File: config.mk
export PLATFORM = sky130hd
export DESIGN_NAME = serial_tx_scheduler
export DESIGN_NICKNAME = d
export VERILOG_FILES = /design/src/rtl/serial_tx_scheduler_pkg.sv /design/src/rtl/serial_tx_scheduler_rr_arbiter.sv /design/src/rtl/serial_tx_scheduler.sv
export SDC_FILE = /design/constraint.sdc
export NUM_CORES = 1
export LEC_CHECK = 0
export ABC_AREA = 0
export CAP_MARGIN = 15
export CORE_UTILIZATION = 55
export CTS_CLUSTER_SIZE = 20
export DETAILED_ROUTE_END_ITERATION = 8
export DONT_BUFFER_PORTS = 1
export PLACE_DENSITY_LB_ADDON = 0.05
export SYNTH_ARGS = -nofsm -noshare
export SYNTH_HDL_FRONTEND = slang
export SYNTH_SLANG_ARGS = --single-unit
File: constraint.sdc
create_clock -name CLK -period 5.3 [get_ports CLK]
set_input_delay 1.325 -clock CLK [delete_from_list [all_inputs] [get_ports CLK]]
set_output_delay 1.325 -clock CLK [all_outputs]
set_load 0.005 [all_outputs]
File: src/rtl/serial_tx_scheduler_pkg.sv
// serial_tx_scheduler_pkg: state encoding, default sizes and width helper for the scheduler
package serial_tx_scheduler_pkg;
  typedef enum logic [1:0] {ST_IDLE = 2'd0, ST_SHIFT = 2'd1, ST_GAP = 2'd2} state_t;
  localparam int DEFAULT_WIDTH = 32;
  localparam int DEFAULT_GAP = 2;
  function automatic int clog2(input int n);
    int r;
    r = 0;
    while ((1 << r) < n) r++;
    return r;
  endfunction
endpackage

File: src/rtl/serial_tx_scheduler_rr_arbiter.sv
// rr_arbiter: combinational round-robin pick of the first requester at or above ptr
module rr_arbiter
  import serial_tx_scheduler_pkg::*;
#(
  parameter int N_REQ = 4,
  localparam int ID_W = clog2(N_REQ)
) (
  input  logic [N_REQ-1:0] req,
  input  logic [ID_W-1:0]  ptr,
  output logic [N_REQ-1:0] gnt,
  output logic [ID_W-1:0]  idx
);
  logic [ID_W-1:0] j;
  // scan downward so the closest requester to ptr is written last and wins
  always_comb begin
    idx = '0;
    gnt = '0;
    j = '0;
    for (int k = N_REQ - 1; k >= 0; k--) begin
      j = ID_W'((int'(ptr) + k) % N_REQ);
      if (req[j]) idx = j;
    end
    gnt[idx] = |req;
  end
endmodule

File: src/rtl/serial_tx_scheduler.sv
// serial_tx_scheduler: round-robin grant of N_REQ parallel words onto one MSB-first serial line
module serial_tx_scheduler
  import serial_tx_scheduler_pkg::*;
#(
  parameter int N_REQ = 4,
  parameter int WIDTH = DEFAULT_WIDTH,
  parameter int GAP = DEFAULT_GAP,
  localparam int ID_W = clog2(N_REQ)
) (
  input  logic                   CLK,
  input  logic                   RESET,
  input  logic [N_REQ-1:0]       REQ_VALID,
  input  logic [N_REQ*WIDTH-1:0] REQ_DATA,
  output logic [N_REQ-1:0]       REQ_READY,
  output logic [ID_W-1:0]        GRANT_ID,
  output logic                   S_OUT,
  output logic                   S_VALID,
  output logic                   S_SYNC,
  output logic                   DONE,
  output logic                   BUSY
);
  localparam int BIT_W = clog2(WIDTH);
  state_t state, state_n;
  logic [WIDTH-1:0] shreg;
  logic [BIT_W-1:0] bit_cnt;
  logic [3:0] gap_cnt;
  logic [ID_W-1:0] rr_ptr, win;
  logic [N_REQ-1:0] gnt;
  logic accept;
  rr_arbiter #(.N_REQ(N_REQ)) u_arb (
    .req(REQ_VALID),
    .ptr(rr_ptr),
    .gnt(gnt),
    .idx(win)
  );
  assign REQ_READY = state == ST_IDLE ? gnt : '0;
  assign accept = |(REQ_VALID & REQ_READY);
  assign S_VALID = state == ST_SHIFT;
  assign S_OUT = S_VALID & shreg[WIDTH-1];
  assign S_SYNC = S_VALID && bit_cnt == BIT_W'(WIDTH - 1);
  assign DONE = S_VALID && bit_cnt == '0;
  assign BUSY = state != ST_IDLE;
  always_ff @(posedge CLK or posedge RESET) begin
    if (RESET) state <= ST_IDLE;
    else state <= state_n;
  end
  always_comb begin
    state_n = state;
    if (state == ST_IDLE && accept) state_n = ST_SHIFT;
    else if (state == ST_SHIFT && bit_cnt == '0) state_n = ST_GAP;
    else if (state == ST_GAP && gap_cnt == '0) state_n = ST_IDLE;
  end
  // counters wrap harmlessly after their terminal value; state leaves before reuse
  always_ff @(posedge CLK or posedge RESET) begin
    if (RESET) begin
      shreg <= '0;
      bit_cnt <= '0;
      gap_cnt <= '0;
      rr_ptr <= '0;
      GRANT_ID <= '0;
    end else if (accept) begin
      shreg <= REQ_DATA[win*WIDTH +: WIDTH];
      GRANT_ID <= win;
      bit_cnt <= BIT_W'(WIDTH - 1);
      rr_ptr <= win == ID_W'(N_REQ - 1) ? '0 : win + ID_W'(1);
    end else if (state == ST_SHIFT) begin
      shreg <= {shreg[WIDTH-2:0], 1'b0};
      bit_cnt <= bit_cnt - BIT_W'(1);
      if (bit_cnt == '0) gap_cnt <= 4'(GAP - 1);
    end else if (state == ST_GAP) begin
      gap_cnt <= gap_cnt - 4'd1;
    end
  end
endmodule

==> results of run 1 <==
==> cell usage in the layout (no fill, tap or decap), drive strengths merged, types with 2 or more instances in the layout <==
master   instances
dfrtp           47
mux2i           46
a211oi          35
and3            34
o21ai           21
nand3           18
a2111oi         17
a21o            16
o221ai          15
inv             14
nand2           13
ha               9
buf              8
nor2             7
nor2b            6
clkbuf           6
and2             3
nor3             3
xnor2            3
nor4             3
a21oi            2
o21a             2
nor4b            2
or2              2
==> stage by stage <==
| step | worst slack [ps] | cell area (um2) |
|---|---|---|
| CTS | 972 | 3680 |
| floorplan | 1260 | 3560 |
| detailed placement | 926 | 3560 |
| global route | 811 | 3680 |
| global placement | 1010 | 3560 |
| finish | 973 | 3680 |
==> cell type report <==
type,instances,area share (%)
diodes,1,0.0679
clock buffers,6,2.24
clock inverters,2,0.951
inverters,14,1.43
multi-input cells,277,59.2
flip-flops and latches,47,31.9
well taps,75,2.55
repair buffers,8,1.63
==> worst max-delay path: stages <==
cell and delay [ps]:
nor2b_1 160, nor4b_4 770, nor2_4 10, buf_4 250, inv_2 130, ha_1 190, and2_1 150
==> logic make-up (layout without fill, tap and decap cells) <==
logic type	count (synthesis)	after routing
buffers and inverters	51	30
XOR/XNOR	4	4
multiplexers	47	47
AND/OR/NAND/NOR	95	95
AO/OA/AOI/OAI	122	122
adder cells (fa/ha/maj)	9	9
flip-flops	47	47
other	0	1
==> worst max-delay path by stage <==
stage	start	endpoint	slack (ps)	cells after the start
finish	REQ_VALID[2]	REQ_READY[3]	970	7
global route	REQ_VALID[2]	REQ_READY[3]	810	7
CTS	REQ_VALID[2]	REQ_READY[3]	970	7
detailed placement	REQ_VALID[2]	shreg[23]$_DFFE_PP0P_	930	10
global placement	REQ_VALID[2]	REQ_READY[3]	1010	7
floorplan	REQ_VALID[2]	REQ_READY[3]	1260	8
==> layer usage <==
layer	up-vias	global-route usage, %	wire [um]
li1	1405	-	-
met3	7	6.26	824
met4	0	5.52	65
met5	-	0	0
met2	136	44.0	4340
met1	1386	40.1	4290
==> power by group through the flow <==
stage / Clock (mW) / Sequential (mW) / Combinational, mW
after global routing: 0.299 / 0.709 / 1.47
after floorplan: 0 / 0.635 / 1.10
after detailed placement: 0 / 0.686 / 1.31
after global placement: 0 / 0.684 / 1.27
final: 0.274 / 0.686 / 1.32
after CTS: 0.277 / 0.683 / 1.32
==> registers in the layout (all words and copies together), names as in the netlist <==
| register | count |
|---|---|
| gap_cnt | 4 |
| bit_cnt | 5 |
| GRANT_ID | 2 |
| rr_ptr | 2 |
| state | 2 |
| shreg | 32 |
==> out/summary.txt, run 1 <==
Synth Area in Compound Gates: 27.3%
Layout cells sized above 1: 11.0%
Post-Synth XOR/XNOR Area: 0.983%
EDFF count, synth: 0
Pwr/cell area: 618 nW/um2
Outcome: complete, no violations
Die width: 82.5 um
Slew Viols, Final: 0
Vias in the first global route: 2729
Detailed Routing Iterations Pass 1: 4
Area contributors post-synth: dfrtp_1 (33%), mux2i_1 (13%), a211oi_1 (7.4%)
Tcrit/Tclk final: 81.6%
Dpl cells: 421
Number of vias per cell: 6.82
Switching share of power: 44.7%
Initial core utilization: 58.5%
Hold_buf cts: 0
Crit start category: input port
Initial antenna violation count: 1
Async S/R FF share, synth: 100%
Reg2Reg Launch Point: rr_ptr[1]$_DFFE_PP0N_
Final Wtd Congestion: 0.867
Synth cell types: 57
Crit Path Class: input port to primary output
Final Hold Viols: 0
Clock-pin slew on the worst setup and hold paths: 80 ps
Reg2Reg Depth: 9
Boundary Pins: 145
Maximum capacitance violations: 0
Buffers added on ports: 0
Syn_nets: 518
Final Non-Filler Cells: 430
Synth area leader: dfrtp_1
CTS tree: built
Core ar.: 6100 um2
Area of the multi-input gates: 2180 um2
Largest family of logic cells by synthesized area: compound AO/OA/AOI/OAI gates
Die area: 6810 um2
Final min period: 4330 ps
Syn_area_per_cell: 9.51 um2
Clk Tree Root Cell: clkbuf_8
Slew Limit Headroom: 30.3%
Synth top area share: 33.0%
Critical Path Fanout Max: 18
Final WL: 9520 um
Htree depth: 2
Clock skew: 7.69 ps
Mux cell area share after synthesis: 13.2%
First-pass GRT wire length: 14100 um
Most used DFF post-synth: dfrtp_1
Nets: 496
DR vias: 2934
FF+latch count, synth: 47
GRT Overall Usage: 28.1%
Post-CTS Setup Bufs: 0
Net Switching: 1.02 mW
Tightest Pin Transition: 1040 ps
IR drop worst, VDD: 0.369 mV
Syn Std Cell Area: 3560 um2
Fill cells: 549
Clock power share: 12.0%
Int Pwr: 1.26 mW
Wire per inst: 22.1 um
RSZ-0062 raised after global routing: no
Commonest cells in the netlist: dfrtp_1 (47), mux2i_1 (46), a211oi_1 (35), and3_1 (34), nand3_1 (18)
Count leader, synth: dfrtp_1
Post-synthesis sequential area ratio: 33.0%
Seq. cell area: 1180 um2
Setup crit end kind: primary output
Cell Rows: 28
Reg2reg end: shreg[23]$_DFFE_PP0P_
R2R Setup Slk: 1850 ps
WHS Endpoint: gap_cnt[3]$_DFFE_PP0P_
Die H: 82.5 um
CTS resizes: 0
Area delta synth->final: 3.33%
Max Fclk: 0.231 GHz
Number of buffers created by CTS: 5
Final setup fails: 0
Worst hold path class: register to register
Leakage power: 1.65 nW
Synthesized instance count: 375
Setup TNS: 0 ps
Initial DRC count: 190
Drt drc: 0
CTS Sinks: 47
Final Core Density: 60.4%
CTS Buffer Depth: 2
Largest net degree at the start of global routing: 50
Synth Warn #: 0
Simple-Gate Fraction of Synth Area: 15.9%
Hold path start: gap_cnt[3]$_DFFE_PP0P_
Worst Path Arrival: 3000 ps
Total grt overflow: 0
Hpwl dp: 6800 um
Adder-cell share of the synthesized area: 3.16%
Hold Path Depth: 1
Tot Pwr: 2.28 mW
Worst hold slack: 497 ps
Seq pwr share: 30.1%
Worst-skew pair later-pin latency: 300 ps
Combinational power share: 57.9%
Routed Antenna Nets: 0
CP required: 3970 ps
No activity file was read; power rests on OpenSTA's default activity.
==> run 2: changes to the inputs <==
==> constraint.sdc (replaced) <==
create_clock -name CLK -period 4.2 [get_ports CLK]
set_input_delay 1.05 -clock CLK [delete_from_list [all_inputs] [get_ports CLK]]
set_output_delay 1.05 -clock CLK [all_outputs]
set_load 0.005 [all_outputs]
==> run 2 against run 1 <==
Compared with the run above:
- die area stayed put
- largest power group unchanged
- clock power is 6% lower
- sequential share of layout area is 0.15 points higher
==> out/summary.txt, run 2 (synthesis gave the netlist of run 1 again) <==
Outcome: complete, no violations
DR vias: 2997
Tot Pwr: 2.81 mW
Initial antenna violation count: 0
CTS Sinks: 47
Vias in the first global route: 2790
Htree depth: 2
Tightest Pin Transition: 1020 ps
Reg2reg end: shreg[2]$_DFFE_PP0P_
Hold_buf cts: 0
Number of buffers created by CTS: 5
Die area: 6810 um2
Slowest cell on crit path: nor2b_1
Worst hold path class: register to register
Hold Path Depth: 1
Total grt overflow: 0
Worst-skew pair later-pin latency: 300 ps
IR drop worst, VDD: 0.494 mV
Slowest stage delay, CP: 330 ps
Leakage power: 1.64 nW
Final Non-Filler Cells: 431
Max reg flops: 32
Die H: 82.5 um
Crit Path Class: input port to primary output
Largest net degree at the start of global routing: 50
Clock-pin slew on the worst setup and hold paths: 80 ps
Cell Rows: 28
Buffers added on ports: 0
CTS Buffer Depth: 2
Hold path start: gap_cnt[3]$_DFFE_PP0P_
RSZ-0062 raised after global routing: no
Hpwl dp: 6840 um
Max Fclk: 0.294 GHz
R2R Setup Slk: 1480 ps
First-pass GRT wire length: 14300 um
Number of vias per cell: 6.95
Dpl cells: 425
Final WL: 9740 um
Final setup fails: 0
Final Hold Viols: 0
Critical Path Fanout Max: 21
Slew Viols, Final: 0
Final min period: 3400 ps
Reg2Reg Depth: 10
Wire per inst: 22.6 um
CP required: 3150 ps
Most frequent cells in the layout: dfrtp_1 (47), mux2i_1 (46), a211oi_1 (35), and3_1 (34), nand3_1 (18)
Most common cell after layout, fill and taps aside: dfrtp_1
WHS Endpoint: gap_cnt[3]$_DFFE_PP0P_
Initial core utilization: 58.5%
Boundary Pins: 145
Post-CTS Setup Bufs: 0
Worst path cell trace: nor2b_1 -> a211oi_1 -> or2_1 -> buf_4 -> nor3_1
Clock skew: 2.85 ps
Maximum capacitance violations: 0
Area delta synth->final: 2.84%
Drt drc: 0
Detailed Routing Iterations Pass 1: 4
Pwr/cell area: 766 nW/um2
Tcrit/Tclk final: 80.9%
Clk Tree Root Cell: clkbuf_8
GRT Overall Usage: 28.4%
Crit start category: input port
Routed Antenna Nets: 0
Top reg by flops: shreg
Core ar.: 6100 um2
CTS resizes: 0
Setup crit end kind: primary output
Final Wtd Congestion: 0.851
# diodes: 0
Nets: 500
Slew Limit Headroom: 32.1%
Initial DRC count: 148
Worst Path Arrival: 2350 ps
Top Registers: shreg: 32 flops, bit_cnt: 5 flops, gap_cnt: 4 flops
Setup TNS: 0 ps
Reg2Reg Launch Point: rr_ptr[0]$_DFFE_PP0N_
Layout cells sized above 1: 11.2%
Die width: 82.5 um
CTS tree: built
[run 2: layer usage]
layer	vias to the layer above	global-route usage (%)	wire, um
li1	1414	-	-
met4	0	5.86	93
met5	-	0	0
met3	8	5.05	817
met2	150	44.7	4430
met1	1425	40.9	4400
[run 2: worst max path at each step]
stage                  from                    end  slack (ps)
2_1_floorplan  REQ_VALID[2]           REQ_READY[3]         710
3_3_place_gp   REQ_VALID[2]           REQ_READY[2]         860
3_5_place_dp   REQ_VALID[2]  shreg[15]$_DFFE_PP0P_         780
4_1_cts        REQ_VALID[2]           REQ_READY[2]         820
5_1_grt        REQ_VALID[2]           REQ_READY[3]         740
6_report       REQ_VALID[2]           REQ_READY[2]         800
[run 2: through the flow]
stage | setup WS [ps] | area [um2] | hold WS [ps] | util, %
4_1_cts | 819 | 3670 | 496 | 60.1
6_report | 802 | 3670 | 493 | 60.1
3_3_place_gp | 860 | 3590 | 479 | 58.9
3_5_place_dp | 779 | 3590 | 478 | 58.9
2_1_floorplan | 714 | 3560 | 452 | -
5_1_grt | 739 | 3670 | 517 | 60.1
[run 2: worst max-delay path, delay by kind of cell]
| family | cells | cell delay [ps] |
|---|---|---|
| and+or+nand+nor | 3 | 870 |
| buffers and inverters | 1 | 230 |
| AOI/OAI and AO/OA | 1 | 200 |
[run 2: power breakdown]
part	switching, mW	internal (mW)
Combinational	0.964	0.720
Clock	0.147	0.111
Sequential	0.174	0.693
[run 2: layout make-up]
class	count	area, um2
clock buffer	6	72.6
fill	557	2430
inverter	14	52.6
multi-input combinational	277	2180
sequential	47	1180
tap	75	93.8
timing repair buffer	12	90.1
